$ cat config.mk
export PLATFORM = sky130hd
export DESIGN_NAME = dmem_access_ctrl
export DESIGN_NICKNAME = d
export VERILOG_FILES = /design/src/rtl/dmem_ctrl_pkg.sv /design/src/rtl/mem_timeout_counter.sv /design/src/rtl/dmem_access_ctrl.sv
export SDC_FILE = /design/constraint.sdc
export NUM_CORES = 1
export LEC_CHECK = 0
export CORE_AREA = 2 2 100 121
export CTS_CLUSTER_SIZE = 16
export DETAILED_ROUTE_END_ITERATION = 8
export DIE_AREA = 0 0 102 123
export MAX_ROUTING_LAYER = met4
export PLACE_DENSITY = 0.78
export SLEW_MARGIN = 20
export SYNTH_ARGS = -nofsm -noshare
export SYNTH_HDL_FRONTEND = slang
export SYNTH_HIERARCHICAL = 1
export SYNTH_SLANG_ARGS = --single-unit
export TNS_END_PERCENT = 50
$ cat constraint.sdc
create_clock -name clk -period 1.9 [get_ports clk]
set_clock_uncertainty 0.05 [all_clocks]
set_input_delay 0.57 -clock clk [delete_from_list [all_inputs] [get_ports clk]]
set_output_delay 0.57 -clock clk [all_outputs]
set_load 0.005 [all_outputs]
$ cat src/rtl/dmem_ctrl_pkg.sv
// Shared definitions for the MEM-stage data memory sequencer:
// state encoding and the default access timeout.
package dmem_ctrl_pkg;

    typedef enum logic [1:0] {
        ST_IDLE   = 2'd0,
        ST_ACCESS = 2'd1,
        ST_DONE   = 2'd2
    } state_e;

    localparam int unsigned TIMEOUT_DEFAULT = 15;

endpackage

$ cat src/rtl/mem_timeout_counter.sv
// Counts ACCESS cycles; expired flags the last allowed cycle without an ack.
module mem_timeout_counter #(
    parameter int unsigned TIMEOUT = 15
) (
    input  logic clk,
    input  logic reset,
    input  logic clear,
    input  logic enable,
    output logic expired
);

    localparam int unsigned   CW   = (TIMEOUT > 1) ? $clog2(TIMEOUT) : 1;
    localparam logic [CW-1:0] LAST = CW'(TIMEOUT - 1);

    logic [CW-1:0] r_count;

    // Cycle counter, cleared while idle and advanced while an access is open
    always_ff @(posedge clk) begin
        if (reset) begin
            r_count <= '0;
        end else if (clear) begin
            r_count <= '0;
        end else if (enable) begin
            r_count <= r_count + CW'(1);
        end else begin
            r_count <= r_count;
        end
    end

    assign expired = enable && (r_count == LAST);

endmodule

$ cat src/rtl/dmem_access_ctrl.sv
// MEM-stage sequencer: drives a multi-cycle data memory over req/ack,
// stalls the pipeline while an access is open and raises the branch flush.
module dmem_access_ctrl
    import dmem_ctrl_pkg::*;
#(
    parameter int unsigned ADDR_W  = 32,
    parameter int unsigned DATA_W  = 32,
    parameter int unsigned TIMEOUT = TIMEOUT_DEFAULT
) (
    input  logic              clk,
    input  logic              reset,
    input  logic              MemRead,
    input  logic              MemWrite,
    input  logic              Branch,
    input  logic              Zero,
    input  logic [ADDR_W-1:0] addr,
    input  logic [DATA_W-1:0] wdata,
    output logic              mem_req,
    output logic              mem_we,
    output logic [ADDR_W-1:0] mem_addr,
    output logic [DATA_W-1:0] mem_wdata,
    input  logic              mem_ack,
    input  logic [DATA_W-1:0] mem_rdata,
    output logic              stall,
    output logic              flush,
    output logic [DATA_W-1:0] rdata,
    output logic              rdata_valid,
    output logic              mem_err
);

    state_e            r_state;
    logic              r_mem_req;
    logic              r_mem_we;
    logic [ADDR_W-1:0] r_mem_addr;
    logic [DATA_W-1:0] r_mem_wdata;
    logic [DATA_W-1:0] r_rdata;
    logic              r_rdata_valid;
    logic              r_mem_err;

    logic w_is_idle;
    logic w_is_access;
    logic w_one_op;
    logic w_both_op;
    logic w_expired;

    assign w_is_idle   = (r_state == ST_IDLE);
    assign w_is_access = (r_state == ST_ACCESS);
    assign w_one_op    = MemRead ^ MemWrite;
    assign w_both_op   = MemRead & MemWrite;

    mem_timeout_counter #(
        .TIMEOUT (TIMEOUT)
    ) u_timeout (
        .clk     (clk),
        .reset   (reset),
        .clear   (w_is_idle),
        .enable  (w_is_access),
        .expired (w_expired)
    );

    // Access sequencer with registered memory-side and status outputs
    always_ff @(posedge clk) begin
        if (reset) begin
            r_state       <= ST_IDLE;
            r_mem_req     <= 1'b0;
            r_mem_we      <= 1'b0;
            r_mem_addr    <= '0;
            r_mem_wdata   <= '0;
            r_rdata       <= '0;
            r_rdata_valid <= 1'b0;
            r_mem_err     <= 1'b0;
        end else begin
            r_rdata_valid <= 1'b0;
            r_mem_err     <= 1'b0;
            case (r_state)
                ST_IDLE: begin
                    if (w_one_op) begin
                        r_mem_addr  <= addr;
                        r_mem_wdata <= wdata;
                        r_mem_we    <= MemWrite;
                        r_mem_req   <= 1'b1;
                        r_state     <= ST_ACCESS;
                    end else if (w_both_op) begin
                        r_mem_err <= 1'b1;
                    end
                end
                ST_ACCESS: begin
                    // An ack on the final allowed cycle still counts as success
                    if (mem_ack) begin
                        if (!r_mem_we) begin
                            r_rdata       <= mem_rdata;
                            r_rdata_valid <= 1'b1;
                        end
                        r_mem_req <= 1'b0;
                        r_state   <= ST_DONE;
                    end else if (w_expired) begin
                        r_mem_err <= 1'b1;
                        r_mem_req <= 1'b0;
                        r_state   <= ST_DONE;
                    end
                end
                ST_DONE: begin
                    r_state <= ST_IDLE;
                end
                default: begin
                    r_mem_req <= 1'b0;
                    r_state   <= ST_IDLE;
                end
            endcase
        end
    end

    assign stall = (w_is_idle & w_one_op) | w_is_access;
    assign flush = w_is_idle & Branch & Zero & ~MemRead & ~MemWrite;

    assign mem_req     = r_mem_req;
    assign mem_we      = r_mem_we;
    assign mem_addr    = r_mem_addr;
    assign mem_wdata   = r_mem_wdata;
    assign rdata       = r_rdata;
    assign rdata_valid = r_rdata_valid;
    assign mem_err     = r_mem_err;

endmodule

==> flow_metrics.py, run 1 <==
metrics = {
    "logic_synthesis": {
        "ys_seq_elements": 106,
        "synth-edff-count": 0,
        "synthCells": 468,
        "synthMuxAreaShare_pct": 20.5,
        "yosysUniqueCellTypes": 28,
        "synth_commonest_cells": "nand2b_1 (197), dfxtp_1 (106), mux2i_1 (97)",
        "synth_top_area_share_pct": 44.3,
        "syn_avg_cell_area_um2": 10.2,
        "async_reset_ff_share_pct": 0,
        "synth_ff_type": "dfxtp_1",
        "synth_area_leaders": "dfxtp_1 (44%), nand2b_1 (26%), mux2i_1 (20%)",
        "synth_fa_ha_area_share_pct": 0.784,
        "synth_compound_area_share_pct": 0.941,
        "synth_top_area_cell": "dfxtp_1",
        "ys_seq_area_share_pct": 44.3,
        "synthSimpleGateAreaFrac_pct": 28.8,
        "yosysMostFrequentCell": "nand2b_1",
        "synth_warnings": 6,
        "synthXorXnorAreaFrac_pct": 0.183,
        "syn_area_mm2": 0.00479,
        "synth_top_family_by_area": "simple AND/OR/NAND/NOR gates",
        "syn_nets": 574,
    },
    "sta": {
        "hold_ws_ns": 0.421,
        "relSlewSlack_pct": 72.2,
        "final_max_slew_viol_count": 0,
        "fmax_mhz": 538,
        "rsz0062_at_grt": "yes",
        "period_needed_ns": 1.86,
        "worst_pin_slew_ns": 0.411,
        "setup_viol": 0,
        "hold_viol": 0,
        "fin_crit_sh_pct": 97.8,
    },
    "worst_setup_path": {
        "cp_data_required_time_ns": 1.28,
        "crit_fanout": 3,
        "crit_type": "in -> out",
        "cp-end-kind": "output port",
        "start_kind": "primary input",
        "crit_arrival_ns": 1.24,
    },
    "route": {
        "post_drt_via_cell_ratio": 4.60,
        "vias": 3807,
        "drt_first_iter_violations": 76,
        "finalWirelength_um": 11400,
        "ant_nets": 0,
        "dr.pass1.iters": 4,
        "drcViolationCount": 0,
        "wl_per_cell_um": 13.7,
    },
    "floorplan": {
        "die_area_mm2": 0.0125,
        "placementRows": 43,
        "fp.coreArea_mm2": 0.0114,
        "dieHeight_um": 123,
        "fp.dieW_um": 102,
        "initial_core_util_pct": 42.0,
        "ioPinCount": 205,
    },
    "grt": {
        "antenna_found_initial": 0,
        "grt_first_pass_wirelength_um": 17600,
        "grt.overflow.total": 0,
        "grt_pass1_vias": 3815,
        "grt_max_degree": 61,
        "track_usage_pct": 18.0,
    },
    "clocking": {
        "clkLatencyLatePin_ns": 0.33,
        "clock_path_buffers": 2,
        "clk_pin_slew_ns": 0.07,
        "cts_setup_buffers": 0,
        "holdBufCountCts": 0,
        "cts_buffers": 9,
        "clkSinkCount": 106,
        "root_buffer": "clkbuf_16",
        "cts_tree": "yes",
        "cts.htree.levels": 3,
    },
    "pwr": {
        "power_leakage_nw": 2.74,
        "power_density_mw_per_mm2": 736,
        "ir_worst_vdd_mv": 0.397,
    },
    "cells_and_area": {
        "antennaDiodeCount": 0,
        "fin_area_mm2": 0.00727,
        "fill_cells": 979,
        "drive_gt1_share_pct": 6.57,
        "final_nets": 772,
        "regArea_mm2": 0.00212,
        "syn2layout_area_growth_pct": 51.9,
        "multi_input_area_mm2": 0.00247,
        "final_util_pct": 63.8,
    },
    "place": {
        "finalWeightedCongestion": 0.745,
        "hpwl_um": 8400,
        "placed_area_mm2": 0.00702,
        "io_buffers": 204,
    },
    "status": {
        "status": "finished, final reports clean",
    },
    "min_path": {
        "min_path_type": "reg -> reg",
    },
    "job": {
        "max_cap_viol_count": 0,
    },
}
-- through the flow --
step           setup WS [ns]  TNS [ns]  instances  power, W
2_1_floorplan          0.217         0        468   0.00306
5_1_grt             -0.00119  -0.00119        827   0.00561
6_report              0.0420         0        827   0.00536
3_5_place_dp          -0.745    -28.64        812   0.00374
3_3_place_gp          -0.698    -24.18        812   0.00371
4_1_cts               0.0269         0        827   0.00543
-- state kept, by name, summed over array words and instances, names as in the netlist --
| register | flops |
|---|---|
| mem_we | 1 |
| u_timeout/r_count | 4 |
| mem_req | 1 |
| mem_err | 1 |
| mem_wdata | 32 |
| mem_addr | 32 |
| rdata | 32 |
| r_state | 2 |
| rdata_valid | 1 |
-- power by group --
| group | internal, W | switching, W |
|---|---|---|
| Sequential | 0.00239 | 0.0000944 |
| Combinational | 0.000772 | 0.000414 |
| Clock | 0.000881 | 0.000800 |
| Total | 0.00405 | 0.00131 |
-- per-layer routing --
layer / vias to the layer above / GRT usage, % / share of wire (%)
met3: 4 / 4.80 / 7.0
li1: 1915 / - / -
met4: 0 / 4.00 / 0.48
met5: - / - / 0
met1: 1764 / 20.8 / 42
met2: 124 / 31.3 / 50
-- logic make-up (layout without fill, tap and decap cells) --
group / count (synthesis) / in the layout
AND/OR/NAND/NOR: 218 / 218
flip-flops: 106 / 106
multiplexers: 98 / 98
buffers and inverters: 36 / 238
AO/OA/AOI/OAI: 6 / 6
adder cells (fa/ha/maj): 3 / 3
XOR/XNOR: 1 / 1
-- placed cells by master (no fill, tap or decap), drive strengths merged --
master	instances
nand4	1
clkinv	3
buf	22
dlymetal6s2s	1
a211oi	2
nor4b	1
and4bb	1
a21bo	1
nor2	6
nor3b	2
inv	3
a21oi	1
clkdlybuf4s50	196
xnor2	1
dlygate4sd2	2
ha	3
a2111oi	1
nor3	3
and4	2
nand3b	2
nand2b	197
or3b	1
mux2	1
clkbuf	10
mux2i	97
or4b	2
clkinvlp	1
a31oi	1
dfxtp	106
-- worst max-delay path: stages --
cell and delay (ns):
buf_4 0.13, ha_4 0.27, nor2_1 0.04, nor2_1 0.11, buf_2 0.12
-- what timing repair did --
item	4_1_cts	5_1_grt
gates resized for setup	20	3
gates cloned	0	0
endpoints found under the setup margin	51	4
pin swaps	3	2
-- final cells by class --
class / count / share of cell area (%)
tap: 157 / 2.70
timing repair buffer: 221 / 30.4
sequential: 106 / 29.2
clock inverter: 5 / 0.430
inverter: 2 / 0.103
multi-input combinational: 326 / 34.0
clock buffer: 10 / 3.15
-- worst paths after layout --
kind / from / end / slack (ns) / depth (start not counted)
worst max-delay path: MemRead / stall / 0.04 / 5
worst min-delay path: rdata[10] / rdata[10] / 0.42 / 2
worst max register to register: r_state[1] / mem_req / 0.14 / 6
worst min register to register: rdata[10] / rdata[10] / 0.42 / 2
Note: power is estimated with default switching activity, not from simulation.
==> run 2: changes to the inputs <==
--- a/config.mk
+++ b/config.mk
@@ -5,12 +5,13 @@
 export SDC_FILE = /design/constraint.sdc
 export NUM_CORES = 1
 export LEC_CHECK = 0
-export CORE_AREA = 2 2 100 121
+export CORE_AREA = 2 2 83 101
 export CTS_CLUSTER_SIZE = 16
 export DETAILED_ROUTE_END_ITERATION = 8
-export DIE_AREA = 0 0 102 123
+export DIE_AREA = 0 0 85 103
+export DONT_BUFFER_PORTS = 1
 export MAX_ROUTING_LAYER = met4
-export PLACE_DENSITY = 0.78
+export PLACE_DENSITY = 0.75
 export SLEW_MARGIN = 20
 export SYNTH_ARGS = -nofsm -noshare
 export SYNTH_HDL_FRONTEND = slang
==> flow_metrics.py, run 2 (synthesized netlist as in run 1, its figures left out) <==
metrics = {
    "status": {
        "status": "finished, final reports clean",
    },
    "sta": {
        "fin_crit_sh_pct": 92.9,
        "fmax_mhz": 567,
        "tns_ns": 0,
        "relSlewSlack_pct": 79.2,
        "hold_ws_ns": 0.256,
        "period_needed_ns": 1.76,
        "rsz0062_at_grt": "no",
        "final_max_slew_viol_count": 0,
        "worst_pin_slew_ns": 0.304,
        "hold_viol": 0,
        "setup_viol": 0,
    },
    "route": {
        "ant_nets": 0,
        "finalWirelength_um": 8930,
        "drcViolationCount": 0,
        "drt_first_iter_violations": 124,
        "post_drt_via_cell_ratio": 5.41,
        "wl_per_cell_um": 16.2,
        "dr.pass1.iters": 4,
        "vias": 2978,
    },
    "worst_setup_path": {
        "slowest_stage": "dfxtp_2",
        "start_kind": "flip-flop",
        "crit_fanout": 10,
        "slowest_delay_ns": 0.39,
        "crit_type": "reg -> out",
        "crit_arrival_ns": 1.14,
        "crit_family": "simple AND/OR/NAND/NOR gates",
        "cp_data_required_time_ns": 1.28,
        "cp_num_buf_inv": 0,
        "cp-end-kind": "output port",
        "worstPathCellList": "nor2_4, and4_1",
    },
    "pwr": {
        "power_density_mw_per_mm2": 872,
        "ir_worst_vdd_mv": 0.611,
        "power.switching_w": 0.00112,
        "sw_frac_of_total_pct": 25.9,
        "clock_power_share_pct": 29.2,
        "internal-power_w": 0.00321,
        "power_leakage_nw": 1.86,
        "comb_power_share_pct": 12.1,
        "p_total_w": 0.00434,
        "pwr-share-seq_pct": 58.7,
    },
    "clocking": {
        "clk_pin_slew_ns": 0.09,
        "clock_path_buffers": 2,
        "clkLatencyLatePin_ns": 0.35,
        "root_buffer": "clkbuf_8",
        "holdBufCountCts": 0,
        "cts_buffers": 9,
        "clkSinkCount": 106,
        "cts.htree.levels": 3,
        "cts_tree": "yes",
    },
    "floorplan": {
        "die_area_mm2": 0.00876,
        "dieHeight_um": 103,
        "fp.dieW_um": 85,
        "placementRows": 36,
        "ioPinCount": 205,
        "initial_core_util_pct": 60.7,
        "fp.coreArea_mm2": 0.00788,
    },
    "cells_and_area": {
        "multi_input_area_mm2": 0.00247,
        "antennaDiodeCount": 0,
        "syn2layout_area_growth_pct": 3.84,
        "layout_commonest_cell": "nand2b_1",
        "fill_cells": 689,
        "final_nets": 556,
        "final_cell_mix": "nand2b_1 (197), dfxtp_1 (105), mux2i_1 (97)",
        "regArea_mm2": 0.00212,
        "fin_area_mm2": 0.00497,
        "drive_gt1_share_pct": 5.93,
    },
    "grt": {
        "grt_pass1_vias": 2735,
        "track_usage_pct": 19.6,
        "grt_first_pass_wirelength_um": 13400,
        "grt.overflow.total": 0,
        "grt_max_degree": 205,
        "antenna_found_initial": 0,
    },
    "place": {
        "placed_area_mm2": 0.00478,
        "hpwl_um": 6130,
        "finalWeightedCongestion": 0.760,
        "io_buffers": 0,
    },
    "job": {
        "max_cap_viol_count": 0,
    },
    "min_path": {
        "min_path_type": "in -> reg",
    },
}
-- run 2: power by group through the flow --
stage | Sequential (W) | Clock (W) | Combinational (W)
after floorplan | 0.00254 | 0 | 0.000518
after global placement | 0.00259 | 0 | 0.000509
after detailed placement | 0.00260 | 0 | 0.000530
after CTS | 0.00255 | 0.00131 | 0.000534
after global routing | 0.00257 | 0.00139 | 0.000578
final | 0.00254 | 0.00127 | 0.000525
-- run 2: routing by layer --
layer	routed length, um	share of wire, %	GRT usage, %
met1	3650	41	22.2
met2	4330	49	31.4
met3	790	8.8	7.69
met4	157	1.8	7.45
met5	0	0	-
-- run 2: area by class of cell --
cell class | instances | share of cell area, %
well taps | 95 | 2.39
inverters | 2 | 0.151
repair buffers | 5 | 1.51
flip-flops and latches | 106 | 42.7
clock buffers | 11 | 2.84
clock inverters | 5 | 0.755
multi-input cells | 326 | 49.6
-- run 2: what timing repair did --
action | 4_1_cts | 5_1_grt
endpoints found under the hold margin | 0 | 0
endpoints found under the setup margin | 1 | 1
setup buffers | 0 | 0
gates resized for setup | 2 | 1
-- run 2: worst reg2reg max path: stages, from the launching register on --
cell and delay, ns:
dfxtp_1 0.41, nand2b_1 0.18, inv_1 0.14, and4_2 0.27
or4b_1 0.48, a31oi_1 0.17
-- run 2: path summary, 6_finish.rpt --
path | startpoint | endpoint | slack, ns | cells after the start
worst max-delay path | r_state[0] | flush | 0.14 | 2
worst min-delay path | reset | r_state[0] | 0.26 | 1
worst max register to register | r_state[1] | mem_req | 0.15 | 5
worst min register to register | rdata[28] | rdata[28] | 0.44 | 2
-- run 2: metrics by stage --
| step | worst slack, ns | instances | util (%) |
|---|---|---|---|
| 2_1_floorplan | 0.217 | 468 | - |
| 3_3_place_gp | 0.105 | 534 | 60.7 |
| 3_5_place_dp | 0.0336 | 534 | 60.7 |
| 4_1_cts | 0.0260 | 550 | 63.0 |
| 5_1_grt | 0.0431 | 550 | 63.1 |
| 6_report | 0.136 | 550 | 63.1 |
==> run 3: changes to the inputs <==
--- a/config.mk
+++ b/config.mk
@@ -5,16 +5,15 @@
 export SDC_FILE = /design/constraint.sdc
 export NUM_CORES = 1
 export LEC_CHECK = 0
-export CORE_AREA = 2 2 83 101
+export CORE_AREA = 2 2 75 92
 export CTS_CLUSTER_SIZE = 16
 export DETAILED_ROUTE_END_ITERATION = 8
-export DIE_AREA = 0 0 85 103
+export DIE_AREA = 0 0 77 94
 export DONT_BUFFER_PORTS = 1
 export MAX_ROUTING_LAYER = met4
-export PLACE_DENSITY = 0.75
+export PLACE_DENSITY = 0.74
 export SLEW_MARGIN = 20
 export SYNTH_ARGS = -nofsm -noshare
 export SYNTH_HDL_FRONTEND = slang
-export SYNTH_HIERARCHICAL = 1
 export SYNTH_SLANG_ARGS = --single-unit
 export TNS_END_PERCENT = 50
==> flow_metrics.py, run 3 <==
metrics = {
    "status": {
        "status": "finished, final reports clean",
    },
    "worst_setup_path": {
        "crit_type": "in -> out",
        "cp_data_required_time_ns": 1.28,
        "start_kind": "primary input",
        "cp-end-kind": "output port",
        "crit_fanout": 3,
        "crit_arrival_ns": 1.19,
    },
    "sta": {
        "fin_crit_sh_pct": 95.5,
        "fin_ws_ns": 0.0860,
        "rsz0062_at_grt": "no",
        "hold_viol": 0,
        "relSlewSlack_pct": 74.6,
        "period_needed_ns": 1.81,
        "setup_viol": 0,
        "fmax_mhz": 551,
        "final_max_slew_viol_count": 0,
        "worst_pin_slew_ns": 0.378,
    },
    "logic_synthesis": {
        "syn_nets": 582,
        "yosysUniqueCellTypes": 25,
        "synth_warnings": 0,
        "synth_top_area_cell": "dfxtp_1",
        "ys_seq_area_share_pct": 55.2,
        "synth_ff_type": "dfxtp_1",
        "synth_top_area_share_pct": 55.2,
        "yosysMostFrequentCell": "nand2_1",
        "synth-edff-count": 0,
        "synth_commonest_cells": "nand2_1 (197), dfxtp_1 (106), a21oi_1 (100)",
        "syn_avg_cell_area_um2": 8.07,
        "syn_area_mm2": 0.00384,
        "synth_area_leaders": "dfxtp_1 (55%), nand2_1 (19%), a21oi_1 (13%)",
        "ys_seq_elements": 106,
        "synthCells": 476,
        "async_reset_ff_share_pct": 0,
    },
    "grt": {
        "grt_first_pass_wirelength_um": 12900,
        "grt_max_degree": 107,
        "grt_pass1_vias": 2925,
        "track_usage_pct": 22.6,
        "grt.overflow.total": 0,
        "antenna_found_initial": 0,
    },
    "clocking": {
        "cts_resized": 0,
        "cts_setup_buffers": 0,
        "clock_path_buffers": 2,
        "cts_tree": "yes",
        "cts_buffers": 9,
        "clkLatencyLatePin_ns": 0.34,
        "clkSinkCount": 106,
        "holdBufCountCts": 0,
        "cts.htree.levels": 3,
        "root_buffer": "clkbuf_8",
        "clk_pin_slew_ns": 0.09,
    },
    "cells_and_area": {
        "final_cell_mix": "nand2_1 (197), dfxtp_1 (106), a21oi_1 (100)",
        "final_nets": 566,
        "final_util_pct": 63.7,
        "layout_commonest_cell": "nand2_1",
        "drive_gt1_share_pct": 5.82,
        "antennaDiodeCount": 0,
        "syn2layout_area_growth_pct": 4.98,
        "final_cells": 549,
    },
    "floorplan": {
        "placementRows": 32,
        "initial_core_util_pct": 60.7,
        "fp.coreArea_mm2": 0.00633,
        "die_area_mm2": 0.00724,
        "dieHeight_um": 94,
        "fp.dieW_um": 77,
        "ioPinCount": 205,
    },
    "route": {
        "ant_nets": 0,
        "finalWirelength_um": 8250,
        "wl_met3_um": 672,
        "drcViolationCount": 0,
        "wl_met2_um": 4310,
        "dr.max_layer_used": "met4",
        "wl_per_cell_um": 15.0,
        "post_drt_via_cell_ratio": 5.51,
        "dr.pass1.iters": 4,
        "drt_first_iter_violations": 134,
        "vias": 3023,
        "wl_met1_um": 3150,
    },
    "place": {
        "pre_cts_slack_ns": -0.0119,
        "io_buffers": 0,
        "finalWeightedCongestion": 0.756,
        "dpl.cell_count": 534,
        "hpwl_um": 5810,
    },
    "pwr": {
        "power_leakage_nw": 1.47,
        "p_total_w": 0.00435,
        "power_density_mw_per_mm2": 1080,
        "ir_worst_vdd_mv": 0.743,
    },
    "job": {
        "max_cap_viol_count": 0,
    },
    "min_path": {
        "min_path_type": "in -> reg",
    },
}
## run 3: changes by cell type after synthesis, sizes merged, moves of 2 or more
cell	before	now
and4	2	0
nand2	0	197
clkbuf	20	14
nand2b	197	0
a211oi	2	0
nand4bb	0	2
nand3	0	3
buf	14	23
mux2i	97	1
a21oi	1	100
nor2b	0	2
nand3b	2	0
a31oi	1	3
## run 3: kinds of logic (layout without fill, tap and decap cells)
group | count (synthesis) | in the layout | share of synthesized area (%)
and+or+nand+nor | 220 | 220 | 23.2
muxes | 1 | 1 | 0.261
AOI/OAI and AO/OA | 106 | 106 | 14.1
DFF | 106 | 106 | 55.2
adders and majority gates | 3 | 3 | 0.977
buffers and inverters | 40 | 28 | 6.25
## run 3: final timing paths
path                            slack [ns]  depth (start not counted)       endpoint                  from
worst max-delay path                  0.09                          4          stall               MemRead
worst min-delay path                  0.23                          1   mem_addr[22]                 reset
worst max register to register        0.40                          5        mem_req  u_timeout.r_count[0]
worst min register to register        0.43                          2  mem_wdata[21]         mem_wdata[21]
## run 3: metal layers
| layer | GRT usage, % | up-vias |
|---|---|---|
| met2 | 41.2 | 122 |
| met1 | 23.1 | 1394 |
| met4 | 7.74 | 0 |
| met3 | 6.83 | 10 |
| met5 | - | - |
| li1 | - | 1497 |
## run 3: metrics by stage
step           instance area [um2]  hold slack [ns]  setup TNS [ns]
6_report                      4030            0.235               0
4_1_cts                       4030            0.213               0
2_1_floorplan                 3840            0.403               0
5_1_grt                       4030            0.209               0
3_3_place_gp                  3820            0.404               0
3_5_place_dp                  3820            0.411         -0.0203
## run 3: critical path, cell delays in order
cell and delay, ns:
ha_1 0.28, buf_4 0.13, nor2_1 0.04, nor2_1 0.18
## run 3: final cells by class
cell class                 count  area [um2]
sequential                   106        2120
tap                           85         106
multi-input combinational    330        1490
clock inverter                 5        80.1
clock buffer                  10         128
inverter                       3        11.3
fill                         578        2290
timing repair buffer          10         100
## run 3: power breakdown
part / switching, W / internal [W]
clock: 0.000705 / 0.000734
combinational: 0.000253 / 0.000164
sequential: 0.000123 / 0.00238
total: 0.00108 / 0.00327
==> variant 1, RTL diff (config.mk and constraints of run 2) <==
Encoding of `state_e`: now one-hot (3 bits for 3 states).
--- a/src/rtl/dmem_ctrl_pkg.sv
+++ b/src/rtl/dmem_ctrl_pkg.sv
@@ -3,8 +3,8 @@
 package dmem_ctrl_pkg;
 
-    typedef enum logic [1:0] {
-        ST_IDLE   = 2'd0,
-        ST_ACCESS = 2'd1,
-        ST_DONE   = 2'd2
+    typedef enum logic [2:0] {
+        ST_IDLE   = 3'b001,
+        ST_ACCESS = 3'b010,
+        ST_DONE   = 3'b100
     } state_e;
 
Formal check against the unedited RTL: same outputs for any inputs over 10 cycles, from zero or initial values and one cycle with reset high; not proved beyond that.
==> variant 1 against run 2 <==
- the run now ends with negative setup slack left
- die area did not move
- synthesized cell count rose by 1.1%
- register-to-register slack improved by 0.09 ns
- largest cell class is now registers
- first-iteration DRC count rose by 10%
- cell count rose by 2.4%
- utilization fell by 6.2 points
- maximum frequency fell by 7.4%
- sequential cell count rose by 1
- design area fell by 9.8%
- worst setup slack got worse by 0.14 ns
- total power rose by 0.66%
- via count rose by 0.97%
- synthesized area fell by 14%
- wire length fell by 0.69%
==> variant 1: results (changes against run 2) <==
pre-CTS setup slack=0.0556 ns (+0.0220 ns); Synth Area in Adders=0.00908 (+0.00124); Slew headroom=0.781 (-0.0105); largest net degree at the start of global routing=142 (-31%); Yosys cell types=32 (+14%); Placed Instances=543 (+1.7%); Vias=3007 (+0.97%); leak pwr=1.59 nW (-14%); routed wire length=8.87 mm (-0.69%); top cells by area, synth=dfxtp_1 (52%), nand2_1 (12%), nand2b_1 (9.8%); status=finished, violations left; Inserted Diodes=0 (unchanged); post-synthesis mux area share=0.0802 (-0.125); violated checks=negative setup slack; PostCTS Resize Cnt=6 (+4); fin worst setup slack=-0.00420 ns (-0.140 ns); complex-gate fraction of the synthesized area=0.0935 (+0.0841); post-route antenna net violation count=0 (unchanged); DP Area=4230 sq um (-12%); Avg Inst Size Synth=8.74 sq um (-15%); worst-path fanout max=5 (-5); XOR/XNOR share of the synthesized area=0.00212 (+0.000289); CP arrival=1.28 ns (+0.14 ns); routed vias/inst=5.34 (-1.4%); Mapped Nets=579 (+0.87%); starting DRC count in detailed routing=137 (+10%); Setup-failing EPs final=1 (+1); fin nets=569 (+2.3%); delay of the slowest critical-path stage=0.34 ns (-0.05 ns); fraction of final layout cells sized beyond drive strength 1=0.0812 (+0.0219); GRT Total Usage=0.195 (-0.000945); TNS Setup=-0.00420 ns (-0.00420 ns); register area share after synthesis=0.518 (+0.0749); Commonest cells post-synth=nand2_1 (132), dfxtp_1 (107), a21oi_1 (67); Setup Fix Bufs, Post-CTS=1 (+1); placer congestion estimate=0.757 (-0.37%); vias in the first global route=2737 (+0.073%); DPL Wire Length=6.12 mm (-0.16%)
variant 1: cell count changes in the layout (fill, tap and decap cells not counted), sizes merged, moves of 2 or more:
cell / before / now
a21oi: 1 / 67
buf: 5 / 12
mux2i: 97 / 32
nand2: 0 / 132
nand2b: 197 / 65
nor3: 3 / 5
or4b: 2 / 0
variant 1: report_power, final:
group | switching [mW] | leakage (nW) | total (mW) | internal, mW
clock | 0.741 | 0.0943 | 1.36 | 0.619
combinational | 0.276 | 0.621 | 0.501 | 0.224
sequential | 0.117 | 0.873 | 2.50 | 2.39
variant 1: worst paths after layout:
kind	end	startpoint	cells past startpoint	slack [ns]
setup / recovery	flush	r_state[1]	3	-0.004
hold / removal	mem_addr[13]	reset	1	0.24
setup reg to reg	mem_req	r_state[2]	6	0.24
hold reg to reg	mem_wdata[13]	mem_wdata[13]	2	0.43
variant 1: cells by family after synthesis:
kind of cell	Yosys count
xor gates and xnor gates	1
AOI/OAI and AO/OA	73
muxes	33
buffers and inverters	36
DFF	107
and+or+nand+nor	220
adders and majority gates	3
variant 1: cell type report:
| type | count | area [sq um] |
|---|---|---|
| clock inverter | 5 | 60.1 |
| tap | 95 | 119 |
| timing repair buffer | 12 | 148 |
| clock buffer | 11 | 131 |
| inverter | 3 | 11.3 |
| multi-input combinational | 330 | 1860 |
| sequential | 107 | 2150 |
| fill | 704 | 3400 |
variant 1: metal layers:
layer  wire length (um)  share of wire  GRT usage  up-vias
met3                784          0.088     0.0705        8
met5                  0              0          -        -
met1               3710           0.42      0.227     1361
met2               4290           0.48      0.309      124
met4                 85         0.0096     0.0745        0
li1                   -              -          -     1514
variant 1: worst register-to-register path, delay by kind of cell, from the launching register on:
family	cells	cell delay, ns
compound gates	2	0.22
buf+inv	1	0.15
flops	1	0.39
simple gates	3	0.75
==> variant 2, RTL diff (settings of run 2) <==
Made on the original files. Set the parameter `ADDR_W` to 24 (it was 32).
--- a/src/rtl/dmem_access_ctrl.sv
+++ b/src/rtl/dmem_access_ctrl.sv
@@ -4,5 +4,5 @@
     import dmem_ctrl_pkg::*;
 #(
-    parameter int unsigned ADDR_W  = 32,
+    parameter int unsigned ADDR_W  = 24,
     parameter int unsigned DATA_W  = 32,
     parameter int unsigned TIMEOUT = TIMEOUT_DEFAULT
Ports: changed (resized addr and mem_addr); port bits go from 205 to 189. No check against the original RTL was run, so the function may have changed too.
==> variant 2 against run 2 <==
- sequential cell count down 8
- worst setup slack got worse by 0.014 ns
- non-clock buffer count stayed put
- synthesized area shrank 7.3%
- die area is the same
- wire length down 10%
- synthesized cell count is 7.3% lower
- design area is 5.6% lower
- total power increased by 1.7%
- register-to-register slack better by 0.11 ns
==> variant 2: results (changes against run 2) <==
placer congestion estimate=0.702 (-7.6%); leak pwr=1.75 nW (-5.6%); CP arrival=1.16 ns (+0.02 ns); Slew @ Worst Pin=0.308 ns (+0.00353 ns); Mapped Nets=532 (-7.3%); FFs w/ async S/R, synth=0 (unchanged); starting DRC count in detailed routing=84 (-32%); reg-to-reg slack, setup=0.26 ns (+0.11 ns); routed wire length=8.00 mm (-10%); initial antenna violation count=0 (unchanged); pre-CTS setup slack=0.0559 ns (+0.0223 ns); CTS max path bufs=2 (unchanged); GRT met3 Usage=0.0657 (-0.0112); Vias=2733 (-8.2%); port bufs=0 (unchanged); met1 Use GR=0.206 (-0.0157); worst-path fanout max=10 (unchanged); H-tree level count=3 (unchanged); register area share after synthesis=0.442 (-0.00122); first-pass GRT wire length=11.9 mm (-11%); fin nets=516 (-7.2%); GRT Total Usage=0.175 (-0.0211); DPL Wire Length=5.46 mm (-11%); Setup Fix Bufs, Post-CTS=0 (unchanged); Synth warnings=6 (unchanged); Hold Crit Class=in2reg; largest net degree at the start of global routing=189 (-7.8%); CTS Buf Count=9 (unchanged); GR Layer Usage met2=0.272 (-0.0415); Inserted Diodes=0 (unchanged); DP Area=4440 sq um (-7.1%); Skew-Pair Late Insertion Delay=0.35 ns (about the same); # fillers=656 (-4.8%); top cells by area, synth=dfxtp_1 (44%), nand2b_1 (26%), mux2i_1 (20%); root buffer cell=clkbuf_8; vias in the first global route=2452 (-10%); ys flop type=dfxtp_1; Commonest cells post-synth=nand2b_1 (181), dfxtp_1 (98), mux2i_1 (89); Pre-antenna DRT Iters=6 (+2); maximum vdd drop=0.610 mV (-0.20%); status=complete, no violations; Clock transition at path regs=0.09 ns (about the same); fraction of final layout cells sized beyond drive strength 1=0.0638 (+0.00449); Yosys cell types=29 (+3.6%)
-- variant 2: changes by cell type after synthesis, sizes merged --
cell    before  now
buf         14   12
dfxtp      106   98
mux2i       97   89
nand2b     197  181
-- variant 2: final cells by class --
type / count / share of cell area
Multi-Input combinational cell: 302 / 0.487
Sequential cell: 98 / 0.418
Clock buffer: 10 / 0.0272
Tap cell: 95 / 0.0253
Clock inverter: 6 / 0.0245
Timing Repair Buffer: 5 / 0.0160
Inverter: 2 / 0.00160
-- variant 2: cells by family after synthesis --
family          after synthesis  share of synthesized area
compound gates                6                     0.0101
xor+xnor                      1                    0.00197
fa+ha+maj                     3                    0.00846
buf+inv                      34                     0.0457
flops                        98                      0.442
mux                          90                      0.203
simple gates                202                      0.288
-- variant 2: stage by stage --
step	total power, mW	hold slack [ns]	instances	utilization
after floorplan	2.83	0.412	434	-
final	4.41	0.249	518	0.596
after global routing	4.61	0.212	518	0.596
after detailed placement	2.88	0.432	502	0.564
after CTS	4.48	0.205	518	0.595
after global placement	2.86	0.426	502	0.564
-- variant 2: per-layer routing --
metal / vias to the layer above / share of wire
li1: 1375 / -
met1: 1234 / 0.42
met2: 119 / 0.47
met3: 5 / 0.091
met4: 0 / 0.0093
met5: - / 0
-- variant 2: report_power, final --
group | total, mW | switching, mW | internal, mW | leakage [nW]
Combinational | 0.485 | 0.210 | 0.276 | 0.832
Sequential | 2.34 | 0.130 | 2.21 | 0.802
Clock | 1.58 | 0.704 | 0.880 | 0.117
Total | 4.41 | 1.04 | 3.37 | 1.75
-- variant 2: path summary, 6_finish.rpt --
check | startpoint | to | cells after the start
setup / recovery | r_state[0] | flush | 2
hold / removal | reset | r_state[0] | 1
setup reg to reg | u_timeout/r_count[0] | r_state[0] | 5
hold reg to reg | mem_wdata[31] | mem_wdata[31] | 2
-- variant 2: what timing repair did --
action                                  4_1_cts  5_1_grt
hold buffers                                  0        0
resized for setup                             2        1
cloned                                        0        0
endpoints found under the setup margin        1        2
-- variant 2: critical path: stages (launching register included) --
cell and delay (ns):
dfxtp_2 0.39, nor2_4 0.18, and4_1 0.23
